### src/rtl/midi_pkg.sv
// Shared MIDI definitions: status nibbles, parse states and the note playback period table.
package midi_pkg;

    localparam logic [3:0] NOTE_OFF       = 4'h8;
    localparam logic [3:0] NOTE_ON        = 4'h9;
    localparam logic [3:0] POLY_PRESSURE  = 4'hA;
    localparam logic [3:0] CONTROL_CHANGE = 4'hB;
    localparam logic [3:0] PROGRAM_CHANGE = 4'hC;
    localparam logic [3:0] CHAN_PRESSURE  = 4'hD;
    localparam logic [3:0] PITCH_BEND     = 4'hE;

    localparam logic [7:0] SYSEX_START    = 8'hF0;
    localparam logic [7:0] REALTIME_FIRST = 8'hF8;

    localparam int unsigned PERIOD_W = 24;
    localparam int unsigned NOTES    = 128;
    localparam int unsigned CLK_HZ   = 100_000_000;
    localparam int unsigned WAVE_LEN = 64;

    typedef enum logic [1:0] {
        ST_IDLE,
        ST_DATA1,
        ST_DATA2,
        ST_SYSEX
    } parse_state_t;

    typedef logic [PERIOD_W-1:0] period_table_t [NOTES];

    // Clock cycles per wavetable sample; octave 9 frequencies in mHz, halved per octave down.
    function automatic logic [PERIOD_W-1:0] note_period(input int unsigned n);
        logic [63:0] top_mhz;
        int unsigned oct;
        oct = n / 12;
        case (n % 12)
            0:       top_mhz = 64'd8372018;
            1:       top_mhz = 64'd8869844;
            2:       top_mhz = 64'd9397273;
            3:       top_mhz = 64'd9956063;
            4:       top_mhz = 64'd10548082;
            5:       top_mhz = 64'd11175303;
            6:       top_mhz = 64'd11839822;
            7:       top_mhz = 64'd12543854;
            8:       top_mhz = 64'd13289750;
            9:       top_mhz = 64'd14080000;
            10:      top_mhz = 64'd14917240;
            default: top_mhz = 64'd15804266;
        endcase
        return PERIOD_W'(((64'(CLK_HZ) * 64'd1000) << (10 - oct)) / (top_mhz * 64'(WAVE_LEN)));
    endfunction

    function automatic period_table_t build_period_table();
        period_table_t t;
        for (int unsigned i = 0; i < NOTES; i++) begin
            t[i] = note_period(i);
        end
        return t;
    endfunction

    localparam period_table_t PERIOD_TABLE = build_period_table();

    function automatic logic is_two_byte(input logic [3:0] kind);
        return (kind != PROGRAM_CHANGE) && (kind != CHAN_PRESSURE);
    endfunction

endpackage

### src/rtl/midi_event_parser_note_period_rom.sv
// Synchronous one-cycle lookup of the note period table.
module note_period_rom
    import midi_pkg::*;
(
    input  logic                clk_in,
    input  logic                rst_in,
    input  logic                en,
    input  logic [6:0]          addr,
    output logic [PERIOD_W-1:0] period
);

    always_ff @(posedge clk_in or posedge rst_in) begin
        if (rst_in) begin
            period <= '0;
        end else if (en) begin
            period <= PERIOD_TABLE[addr];
        end
    end

endmodule

### src/rtl/midi_event_parser.sv
// MIDI byte parser with running status; emits registered note-on/off events with playback period.
module midi_event_parser
    import midi_pkg::*;
#(
    parameter int unsigned CHANNEL = 16
)(
    input  logic                clk_in,
    input  logic                rst_in,
    input  logic [7:0]          byte_in,
    input  logic                byte_valid_in,
    output logic                valid_out,
    output logic                is_note_on_out,
    output logic [6:0]          note_out,
    output logic [6:0]          velocity_out,
    output logic [3:0]          channel_out,
    output logic [PERIOD_W-1:0] cycles_between_samples,
    output logic [7:0]          dropped_count
);

    parse_state_t        state, next_state;
    logic [7:0]          status_q, status_d;
    logic [6:0]          data1_q, data1_d;
    logic                emit_c, note_on_c, drop_c, rom_en_c;
    logic                chan_match_c, is_note_c;
    logic [PERIOD_W-1:0] rom_period;

    note_period_rom u_rom (
        .clk_in (clk_in),
        .rst_in (rst_in),
        .en     (rom_en_c),
        .addr   (byte_in[6:0]),
        .period (rom_period)
    );

    always_ff @(posedge clk_in or posedge rst_in) begin
        if (rst_in) begin
            state    <= ST_IDLE;
            status_q <= '0;
            data1_q  <= '0;
        end else begin
            state    <= next_state;
            status_q <= status_d;
            data1_q  <= data1_d;
        end
    end

    assign chan_match_c = (CHANNEL >= 16) || (status_q[3:0] == 4'(CHANNEL));
    assign is_note_c    = (status_q[7:4] == NOTE_ON) || (status_q[7:4] == NOTE_OFF);

    // Real-time bytes fall through with every default held.
    always_comb begin
        next_state = state;
        status_d   = status_q;
        data1_d    = data1_q;
        emit_c     = 1'b0;
        note_on_c  = 1'b0;
        drop_c     = 1'b0;
        rom_en_c   = 1'b0;
        if (byte_valid_in && (byte_in < REALTIME_FIRST)) begin
            if (byte_in[7]) begin
                if (byte_in < SYSEX_START) begin
                    status_d   = byte_in;
                    next_state = ST_DATA1;
                end else if (byte_in == SYSEX_START) begin
                    status_d   = '0;
                    next_state = ST_SYSEX;
                end else begin
                    status_d   = '0;
                    next_state = ST_IDLE;
                end
            end else begin
                unique case (state)
                    ST_IDLE:  drop_c = 1'b1;
                    ST_DATA1: begin
                        data1_d  = byte_in[6:0];
                        rom_en_c = 1'b1;
                        // One-byte messages (program/pressure) are never notes.
                        if (is_two_byte(status_q[7:4])) begin
                            next_state = ST_DATA2;
                        end
                    end
                    ST_DATA2: begin
                        next_state = ST_DATA1;
                        emit_c     = is_note_c && chan_match_c;
                        note_on_c  = (status_q[7:4] == NOTE_ON) && (byte_in[6:0] != 7'd0);
                    end
                    ST_SYSEX: ;
                    default:  next_state = ST_IDLE;
                endcase
            end
        end
    end

    always_ff @(posedge clk_in or posedge rst_in) begin
        if (rst_in) begin
            valid_out              <= 1'b0;
            is_note_on_out         <= 1'b0;
            note_out               <= '0;
            velocity_out           <= '0;
            channel_out            <= '0;
            cycles_between_samples <= '0;
            dropped_count          <= '0;
        end else begin
            valid_out <= emit_c;
            if (emit_c) begin
                is_note_on_out         <= note_on_c;
                note_out               <= data1_q;
                velocity_out           <= byte_in[6:0];
                channel_out            <= status_q[3:0];
                cycles_between_samples <= rom_period;
            end
            if (drop_c && (dropped_count != 8'hFF)) begin
                dropped_count <= dropped_count + 8'd1;
            end
        end
    end

endmodule
### config.mk
export PLATFORM = sky130hd
export DESIGN_NAME = midi_event_parser
export DESIGN_NICKNAME = d
export VERILOG_FILES = /design/src/rtl/midi_pkg.sv /design/src/rtl/midi_event_parser_note_period_rom.sv /design/src/rtl/midi_event_parser.sv
export SDC_FILE = /design/constraint.sdc
export NUM_CORES = 1
export LEC_CHECK = 0
export CORE_MARGIN = 2
export CORE_UTILIZATION = 55
export CTS_CLUSTER_SIZE = 10
export DETAILED_ROUTE_END_ITERATION = 6
export PLACE_DENSITY = 0.81
export SLEW_MARGIN = 20
export SYNTH_ARGS = -nofsm -noshare
export SYNTH_HDL_FRONTEND = slang
export SYNTH_SLANG_ARGS = --single-unit
export TNS_END_PERCENT = 100
### constraint.sdc
create_clock -name clk_in -period 3.52 [get_ports clk_in]
set_clock_uncertainty 0.2 [all_clocks]
set_input_delay 0.704 -clock clk_in [delete_from_list [all_inputs] [get_ports clk_in]]
set_output_delay 0.704 -clock clk_in [all_outputs]
set_load 0.05 [all_outputs]
==> results.json, run 1 <==
{
  "outcome": "finished, violations left",
  "violations": "design-rule violations",
  "drv_slew": 0,
  "numPortBuffers": 56,
  "root_buffer": "clkbuf_8",
  "finalHoldViolations": 0,
  "cts_buffer_depth": 2,
  "cts_max_level": 3,
  "pin_count": 63,
  "cts_hold_buf": 0,
  "yosys_most_used_dff": "dfrtp_1",
  "post_drt_wl_per_cell_um": 22.0,
  "crit_buf_inv": 3,
  "grt_setup_unrepaired": "no",
  "synthesis.area_um2": 5280,
  "cts_resized": 0,
  "die_x_um": 102,
  "routed-via-count": 5364,
  "slowest_stage": "clkdlybuf4s50_1",
  "fmax_mhz": 330,
  "period_share_pct": 86.1,
  "synth_adder_area_share_pct": 1.90,
  "vias_per_cell": 6.58,
  "fp.coreArea_um2": 9280,
  "cts_sinks": 81,
  "synth_mux_area_share_pct": 6.21,
  "grt_pass1_vias": 5079,
  "fillers": 810,
  "fin_setup_tns_ns": 0,
  "vdd_drop_max_uv": 434,
  "crit_path_cell_trace": "clkdlybuf4s50_1 > inv_1 > ha_1 > buf_4 > mux4_2 > o21a_1 > o32ai_1 > a2111o_1",
  "synth_top_family_by_area": "simple AND/OR/NAND/NOR gates",
  "cp_slowest_stage_delay_ns": 0.47,
  "slew_headroom_pct": 52.0,
  "worstPathMaxFanout": 10,
  "grt_pass1_wl_um": 28100,
  "layout_commonest_cell": "nand2_1",
  "dp_hpwl_um": 13100,
  "startpoint_type": "primary input",
  "grt_max_degree": 61,
  "postCtsSetupRepairBufs": 0,
  "avgSynthCellArea_um2": 8.47,
  "gp_congestion": 1.10,
  "yosys.cell_types.count": 72,
  "postLayoutCellArea_um2": 6280,
  "start_util_pct": 56.9,
  "hp-class": "reg -> reg",
  "stdcell_count": 815,
  "drive_above_1_share_pct": 12.4,
  "async_flop_share_pct": 100,
  "grt_usage_pct": 35.6,
  "crit_path_end_kind": "flip-flop",
  "routed_wirelength_um": 17900,
  "areaGrowthSynthToFinish_pct": 18.9,
  "antenna_found_initial": 0,
  "pwr_density_cell_nw_per_um2": 601,
  "synth-edff-count": 0,
  "cp.required_ns": 3.62,
  "synth_seq_area_share_pct": 38.4,
  "dieHeight_um": 102,
  "min_from": "cycles_between_samples[3]",
  "yosysWarningCount": 0,
  "clk_pin_slew_ns": 0.09,
  "insertion_delay_ns": 0.36,
  "ys_ff_latch": 81,
  "cts_buffers": 9,
  "p_leak_nw": 2.78,
  "synth_compound_area_share_pct": 22.7,
  "r2r_start": "state[0]",
  "layout_common_cells": "132 x nand2_1, 81 x dfrtp_1, 54 x clkdlybuf4s50_1",
  "cts_tree": "done",
  "n_antenna_cell": 0,
  "max-cap-violations": 0,
  "fin_crit_ns": 3.03,
  "synthXorXnorAreaFrac_pct": 1.49,
  "overflow": 0,
  "fin_util_pct": 67.6,
  "drc_errors": 17,
  "crit_start": "byte_in[0]",
  "first_iter_violations": 769,
  "fp.dieArea_um2": 10400,
  "postSynthCellCount": 623,
  "arrival_ns": 3.13,
  "worstMarginPinSlew_ns": 0.719,
  "holdWs_ns": 0.277,
  "firstDrtPassIters": 7,
  "crit_type": "in -> reg",
  "rows": 35,
  "setup_viol": 0,
  "cp_top_family": "compound AO/OA/AOI/OAI gates",
  "place_area_um2": 6100,
  "num-nets-final": 700,
  "placed_cells": 799,
  "yosys.area_share.simple_pct": 23.2,
  "drtAntennaViolNets": 0
}
-- cell type report --
class	instances	area [µm²]	share of cell area, %
timing repair buffer	98	916	14.6
tap	129	161	2.57
inverter	12	46.3	0.737
sequential	81	2030	32.3
clock inverter	7	52.6	0.837
clock buffer	9	124	1.97
multi-input combinational	479	2950	47.0
-- synth_stat cells, types with 7 or more instances --
library cell	number	area, µm²
nand2b_1	19	119
nand3_1	13	65.1
o211ai_1	9	67.6
buf_2	16	80.1
a211oi_1	12	90.1
nor3_1	12	60.1
buf_4	8	60.1
nand2_1	132	495
mux4_2	7	158
nor2_1	38	143
nor2b_1	13	81.3
a22o_1	13	114
ha_1	8	100
buf_1	7	26.3
o22ai_1	7	43.8
o21ai_0	39	195
inv_1	10	37.5
mux2i_1	8	80.1
a31oi_1	12	75.1
dfrtp_1	81	2030
clkbuf_1	23	86.3
mux2_2	8	90.1
a21oi_1	25	125
-- metal layers --
layer	share of wire [%]	up-vias	track usage [%]
met2	44	381	54.4
li1	-	2348	-
met4	5.8	0	18.2
met5	0	-	0
met3	11	97	7.05
met1	39	2538	48.4
-- power by group --
group          internal, mW  switching, mW  leakage [nW]
sequential             1.22          0.209          1.04
clock                 0.263          0.378        0.0904
combinational         0.585           1.12          1.65
total                  2.07           1.71          2.78
-- cells by family (layout without fill, tap and decap cells) --
family / count (synthesis) / in the layout
mux: 23 / 23
fa+ha+maj: 8 / 8
xor+xnor: 9 / 9
compound gates: 170 / 170
simple gates: 263 / 263
flops: 81 / 81
buf+inv: 68 / 126
other cells: 1 / 6
-- through the flow --
step	power [mW]	worst slack, ns
final	3.77	0.490
after global routing	3.95	0.435
after CTS	3.76	0.596
after detailed placement	3.13	0.243
after global placement	3.07	0.244
after floorplan	2.52	0.164
-- worst reg2reg max path, delay by kind of cell (launching register included) --
kind / cells / cell delay, ns
compound gates: 1 / 0.27
xor+xnor: 1 / 0.16
flops: 1 / 0.45
simple gates: 3 / 1.04
-- final timing paths --
kind                                              to  slack [ns]  cells after the start
max in group asynchronous            u_rom.period[8]        1.88                      3
min                        cycles_between_samples[3]        0.28                      2
max reg2reg                         dropped_count[5]        1.28                      5
max                                  u_rom.period[6]        0.49                      8
min reg2reg                cycles_between_samples[3]        0.28                      2
min in group asynchronous                note_out[5]        0.56                      2
-- flip-flops by register name, summed over array words and instances, names as in the netlist --
name	flops
data1_q	7
is_note_on_out	1
state	2
note_out	7
velocity_out	7
dropped_count	8
u_rom.period	18
channel_out	4
status_q	8
valid_out	1
cycles_between_samples	18
(Power assumes the default switching activity.)
==> run 2, diff against run 1 <==
--- a/config.mk
+++ b/config.mk
@@ -9,9 +9,11 @@
 export CORE_UTILIZATION = 55
 export CTS_CLUSTER_SIZE = 10
 export DETAILED_ROUTE_END_ITERATION = 6
-export PLACE_DENSITY = 0.81
+export DONT_BUFFER_PORTS = 1
+export PLACE_DENSITY = 0.72
 export SLEW_MARGIN = 20
 export SYNTH_ARGS = -nofsm -noshare
 export SYNTH_HDL_FRONTEND = slang
+export SYNTH_HIERARCHICAL = 1
 export SYNTH_SLANG_ARGS = --single-unit
 export TNS_END_PERCENT = 100
==> run 2 against run 1 <==
The run now ends clean. Register-to-register slack worse by 0.08 ns. Hold slack got worse by 0.12 ns. Sequential share of layout area is 4.6 points higher. Global-route usage is 6.5 points lower. Largest cell class unchanged.
==> results.json, run 2 <==
{
  "dp_hpwl_um": 10900,
  "finalHoldViolations": 0,
  "startpoint_type": "primary input",
  "grt_pass1_vias": 4327,
  "pwr_density_cell_nw_per_um2": 660,
  "crit_buf_inv": 1,
  "yosys.area_share.simple_pct": 16.1,
  "largest_reg_flops": 24,
  "first_iter_violations": 628,
  "netlist_top_cells_area": "dfrtp_1 38%, mux2_4 10%, nand2_1 3.8%",
  "synth_most_common_cell": "dfrtp_1",
  "grt_max_degree": 75,
  "ys_ff_latch": 87,
  "cp_top_family": "compound AO/OA/AOI/OAI gates",
  "vias_per_cell": 6.77,
  "period_share_pct": 80.1,
  "dieHeight_um": 107,
  "grt_pass1_wl_um": 25200,
  "outcome": "complete, no violations",
  "cts_tree": "done",
  "pin_count": 63,
  "numPortBuffers": 0,
  "postSynthCellCount": 575,
  "fin_setup_tns_ns": 0,
  "yosys_most_used_dff": "dfrtp_1",
  "synth_seq_area_share_pct": 37.7,
  "num-nets-final": 571,
  "async_flop_share_pct": 100,
  "yosys.cell_types.count": 78,
  "fp.dieArea_um2": 11300,
  "busiest_layer": "met1",
  "fp.coreArea_um2": 10300,
  "synthXorXnorAreaFrac_pct": 1.06,
  "fin_util_pct": 57.5,
  "cts_hold_buf": 0,
  "slew_headroom_pct": 31.4,
  "cts_buffer_depth": 2,
  "met1_usage_pct": 43.6,
  "hp-class": "in -> async",
  "synth_adder_area_share_pct": 1.93,
  "firstDrtPassIters": 5,
  "post_drt_wl_per_cell_um": 23.2,
  "drtAntennaViolNets": 0,
  "p_leak_nw": 2.76,
  "worstMarginPinSlew_ns": 1.03,
  "postCtsSetupRepairBufs": 0,
  "cp.required_ns": 3.56,
  "synth_mux_area_share_pct": 18.4,
  "synth_compound_area_share_pct": 17.9,
  "cts_sinks": 87,
  "insertion_delay_ns": 0.36,
  "use_met2_pct": 42.0,
  "yosys-top-cells-count": "87 x dfrtp_1, 59 x nand2_1, 39 x mux2_4",
  "rows": 37,
  "place_area_um2": 5720,
  "crit_path_cell_trace": "inv_1 > ha_1 > nor2b_1 > nor2_1 > a222oi_1 > o32ai_1 > a221o_1",
  "layout_common_cells": "87 x dfrtp_1, 59 x nand2_1, 39 x mux2_4",
  "cp_slowest_stage_delay_ns": 0.73,
  "met3_usage_pct": 5.21,
  "grt_usage_pct": 29.1,
  "clk_pin_slew_ns": 0.10,
  "synth_top_family_by_area": "multiplexers",
  "routed_wirelength_um": 16100,
  "arrival_ns": 2.86,
  "regMostFlops": "cycles_between_samples",
  "synthesis.area_um2": 5780,
  "crit_path_end_kind": "flip-flop",
  "root_buffer": "clkbuf_8",
  "avgSynthCellArea_um2": 10.1,
  "start_util_pct": 56.3,
  "stdcell_count": 692,
  "crit_type": "in -> reg",
  "layout_commonest_cell": "dfrtp_1",
  "drc_errors": 0,
  "synth_top_cell_by_area": "dfrtp_1",
  "placed_cells": 677,
  "cts_buffers": 9,
  "cts_resized": 0,
  "gp_congestion": 1.00,
  "fmax_mhz": 355,
  "max-cap-violations": 0,
  "postLayoutCellArea_um2": 5900,
  "vdd_drop_max_uv": 351,
  "worstPathMaxFanout": 27,
  "netlist.area_leader.share_pct": 37.7,
  "fin_crit_ns": 2.82,
  "setup_viol": 0,
  "n_antenna_cell": 0,
  "synth-edff-count": 0,
  "largest_registers": "cycles_between_samples: 24 flops, u_rom/period: 18 flops",
  "routed-via-count": 4686,
  "antenna_found_initial": 0,
  "grt_setup_unrepaired": "no",
  "overflow": 0,
  "die_x_um": 107,
  "total_power_mw": 3.90,
  "areaGrowthSynthToFinish_pct": 2.12,
  "drive_above_1_share_pct": 18.2,
  "slowest_stage": "ha_1",
  "cts_max_level": 3,
  "drv_slew": 0,
  "yosysWarningCount": 6
}
-- run 2: worst paths after layout --
path	from	end	slack, ns	cells past startpoint
min in group clk_in	byte_in[5]	status_q[5]	0.27	2
max in group asynchronous	rst_in	channel_out[2]	2.30	2
worst min register to register	status_q[3]	status_q[3]	0.27	2
worst max-delay path	byte_in[0]	u_rom/period[6]	0.70	7
worst max register to register	state[1]	u_rom/period[6]	1.20	7
worst min-delay path	rst_in	u_rom/period[12]	0.16	1
-- run 2: cells by family (layout without fill, tap and decap cells) --
logic type               Yosys count  after routing
AO/OA/AOI/OAI                    146            146
XOR/XNOR                           7              7
adder cells (fa/ha/maj)            9              9
buffers and inverters             68             44
flip-flops                        87             87
multiplexers                      76             76
other                              1              6
AND/OR/NAND/NOR                  181            181
-- run 2: per-layer routing --
layer | up-vias | wire length (µm)
met5 | - | 0
met4 | 0 | 381
li1 | 2049 | -
met3 | 27 | 1510
met1 | 2311 | 7220
met2 | 299 | 6970
-- run 2: metrics by stage --
stage / hold slack [ns] / setup WS, ns
after detailed placement: 0.256 / 0.410
after CTS: 0.192 / 0.796
after floorplan: 0.232 / 0.650
after global routing: 0.216 / 0.608
after global placement: 0.245 / 0.448
final: 0.155 / 0.700
-- run 2: where the power goes --
part | leakage [nW] | internal (mW) | switching (mW) | total [mW]
Clock | 0.0935 | 0.299 | 0.369 | 0.668
Combinational | 1.54 | 0.507 | 0.332 | 0.839
Sequential | 1.12 | 1.34 | 1.05 | 2.39
-- run 2: final cells by class --
cell class | count | area (µm²)
sequential | 87 | 2180
tap | 136 | 170
fill | 889 | 4370
clock buffer | 12 | 155
clock inverter | 3 | 26.3
timing repair buffer | 11 | 82.6
multi-input combinational | 425 | 3230
inverter | 18 | 67.6
==> run 3, diff against run 2 <==
==> constraint.sdc (replaced) <==
create_clock -name clk_in -period 2.8 [get_ports clk_in]
set_clock_uncertainty 0.2 [all_clocks]
set_input_delay 0.56 -clock clk_in [delete_from_list [all_inputs] [get_ports clk_in]]
set_output_delay 0.56 -clock clk_in [all_outputs]
set_load 0.05 [all_outputs]
==> run 3 against run 2 <==
The flow now finishes with violations (negative hold slack). Worst setup slack got worse by 0.27 ns. Count of clock-buffer cells in the layout decreased by 2. Register-to-register slack got worse by 0.77 ns. Non-clock buffer count increased by 22. Combinational power increased by 44%. Sequential share of layout area decreased by 1.5 points.
==> results.json, run 3 (same netlist as run 2, synthesis figures left out) <==
{
  "cts_max_level": 3,
  "fp.coreArea_um2": 10300,
  "crit_buf_inv": 3,
  "dp_hpwl_um": 11400,
  "vias_per_cell": 6.60,
  "layout_commonest_cell": "dfrtp_1",
  "drive_above_1_share_pct": 21.2,
  "dieHeight_um": 107,
  "multiInputGateArea_um2": 3230,
  "fp.dieArea_um2": 11300,
  "hp-class": "in -> async",
  "cp.required_ns": 2.82,
  "holdWs_ns": -0.0167,
  "cts_tree": "done",
  "start_util_pct": 56.3,
  "post_drt_wl_per_cell_um": 22.7,
  "cp_slowest_stage_delay_ns": 0.48,
  "place_area_um2": 5940,
  "period_share_pct": 84.7,
  "grt_usage_pct": 28.9,
  "cts_buffers": 9,
  "first_iter_violations": 582,
  "rows": 37,
  "drv_slew": 0,
  "vdd_drop_max_uv": 488,
  "outcome": "finished, violations left",
  "num-nets-final": 593,
  "root_buffer": "clkbuf_8",
  "grt_pass1_vias": 4380,
  "grt_max_degree": 75,
  "overflow": 0,
  "cp_top_family": "buffers and inverters",
  "areaGrowthSynthToFinish_pct": 6.36,
  "r2r_setup_slack_ns": 0.43,
  "slowest_stage": "dfrtp_1",
  "grt_setup_unrepaired": "no",
  "routed-via-count": 4720,
  "pwr_density_cell_nw_per_um2": 819,
  "postLayoutCellArea_um2": 6150,
  "fin_util_pct": 59.8,
  "finalHoldViolations": 11,
  "crit_path_cell_trace": "nor3b_4 > buf_12 > clkinv_1 > buf_4 > a32oi_1 > o221a_2 > o21ai_0",
  "worstPathMaxFanout": 15,
  "slew_headroom_pct": 52.2,
  "startpoint_type": "flip-flop",
  "cts_resized": 0,
  "setup_viol": 0,
  "arrival_ns": 2.39,
  "drc_errors": 0,
  "fin_crit_ns": 2.37,
  "max-cap-violations": 0,
  "layout_common_cells": "87 x dfrtp_1, 59 x nand2_1, 39 x mux2_4",
  "pin_count": 63,
  "p_leak_nw": 2.90,
  "firstDrtPassIters": 7,
  "total_power_mw": 5.04,
  "fin_setup_tns_ns": 0,
  "n_antenna_cell": 0,
  "crit_path_end_kind": "flip-flop",
  "die_x_um": 107,
  "routed_wirelength_um": 16200,
  "numPortBuffers": 0,
  "fillers": 867,
  "clk_pin_slew_ns": 0.10,
  "antenna_found_initial": 0,
  "regMostFlops": "cycles_between_samples",
  "largest_reg_flops": 24,
  "crit_type": "reg -> reg",
  "gp_congestion": 1.00,
  "cts_sinks": 87,
  "violations": "negative hold slack",
  "insertion_delay_ns": 0.36,
  "layout.area.seq_um2": 2180,
  "grt_pass1_wl_um": 25000,
  "cts_buffer_depth": 2,
  "worstMarginPinSlew_ns": 0.716,
  "drtAntennaViolNets": 0,
  "largest_registers": "cycles_between_samples: 24 flops, u_rom/period: 18 flops",
  "fmax_mhz": 422
}
run 3: metrics by stage:
| stage | cells | setup WS, ns |
|---|---|---|
| floorplan | 580 | 0.0742 |
| global placement | 698 | 0.168 |
| detailed placement | 698 | 0.103 |
| CTS | 715 | 0.483 |
| global route | 715 | 0.275 |
| finish | 715 | 0.430 |
run 3: worst register-to-register path, stage by stage (launching register included):
cell	delay, ns
dfrtp_1	0.48
nor3b_4	0.28
buf_12	0.18
clkinv_1	0.26
buf_4	0.28
a32oi_1	0.22
o221a_2	0.22
o21ai_0	0.12
run 3: worst paths after layout:
| check | start | end | depth (start not counted) |
|---|---|---|---|
| min reg2reg | status_q[0] | status_q[0] | 2 |
| max | state[1] | u_rom/period[12] | 7 |
| max in group asynchronous | rst_in | cycles_between_samples[3] | 3 |
| max reg2reg | state[1] | u_rom/period[12] | 7 |
| min in group clk_in | byte_in[5] | status_q[5] | 2 |
| min | rst_in | u_rom/period[13] | 1 |
run 3: power by group:
group | internal (mW) | total [mW] | switching, mW
combinational | 0.690 | 1.21 | 0.519
clock | 0.421 | 0.910 | 0.489
sequential | 1.69 | 2.92 | 1.23
total | 2.80 | 5.04 | 2.24
run 3: repair_timing:
action,4_1_cts,5_1_grt
hold buffers,1,0
setup buffers,0,0
hold endpoints to repair,15,0
run 3: final cells by class:
type,instances,area share [%]
Clock buffer,10,2.08
Clock inverter,6,1.12
Inverter,18,1.10
Multi-Input combinational cell,425,52.5
Sequential cell,87,35.4
Tap cell,136,2.77
Timing Repair Buffer,33,5.09
run 3: routing by layer:
layer	share of wire [%]	wire, µm	global-route usage, %
met5	0	0	0
met2	45	7300	43.2
met1	44	7210	41.7
met3	9.1	1480	6.81
met4	1.6	267	8.81
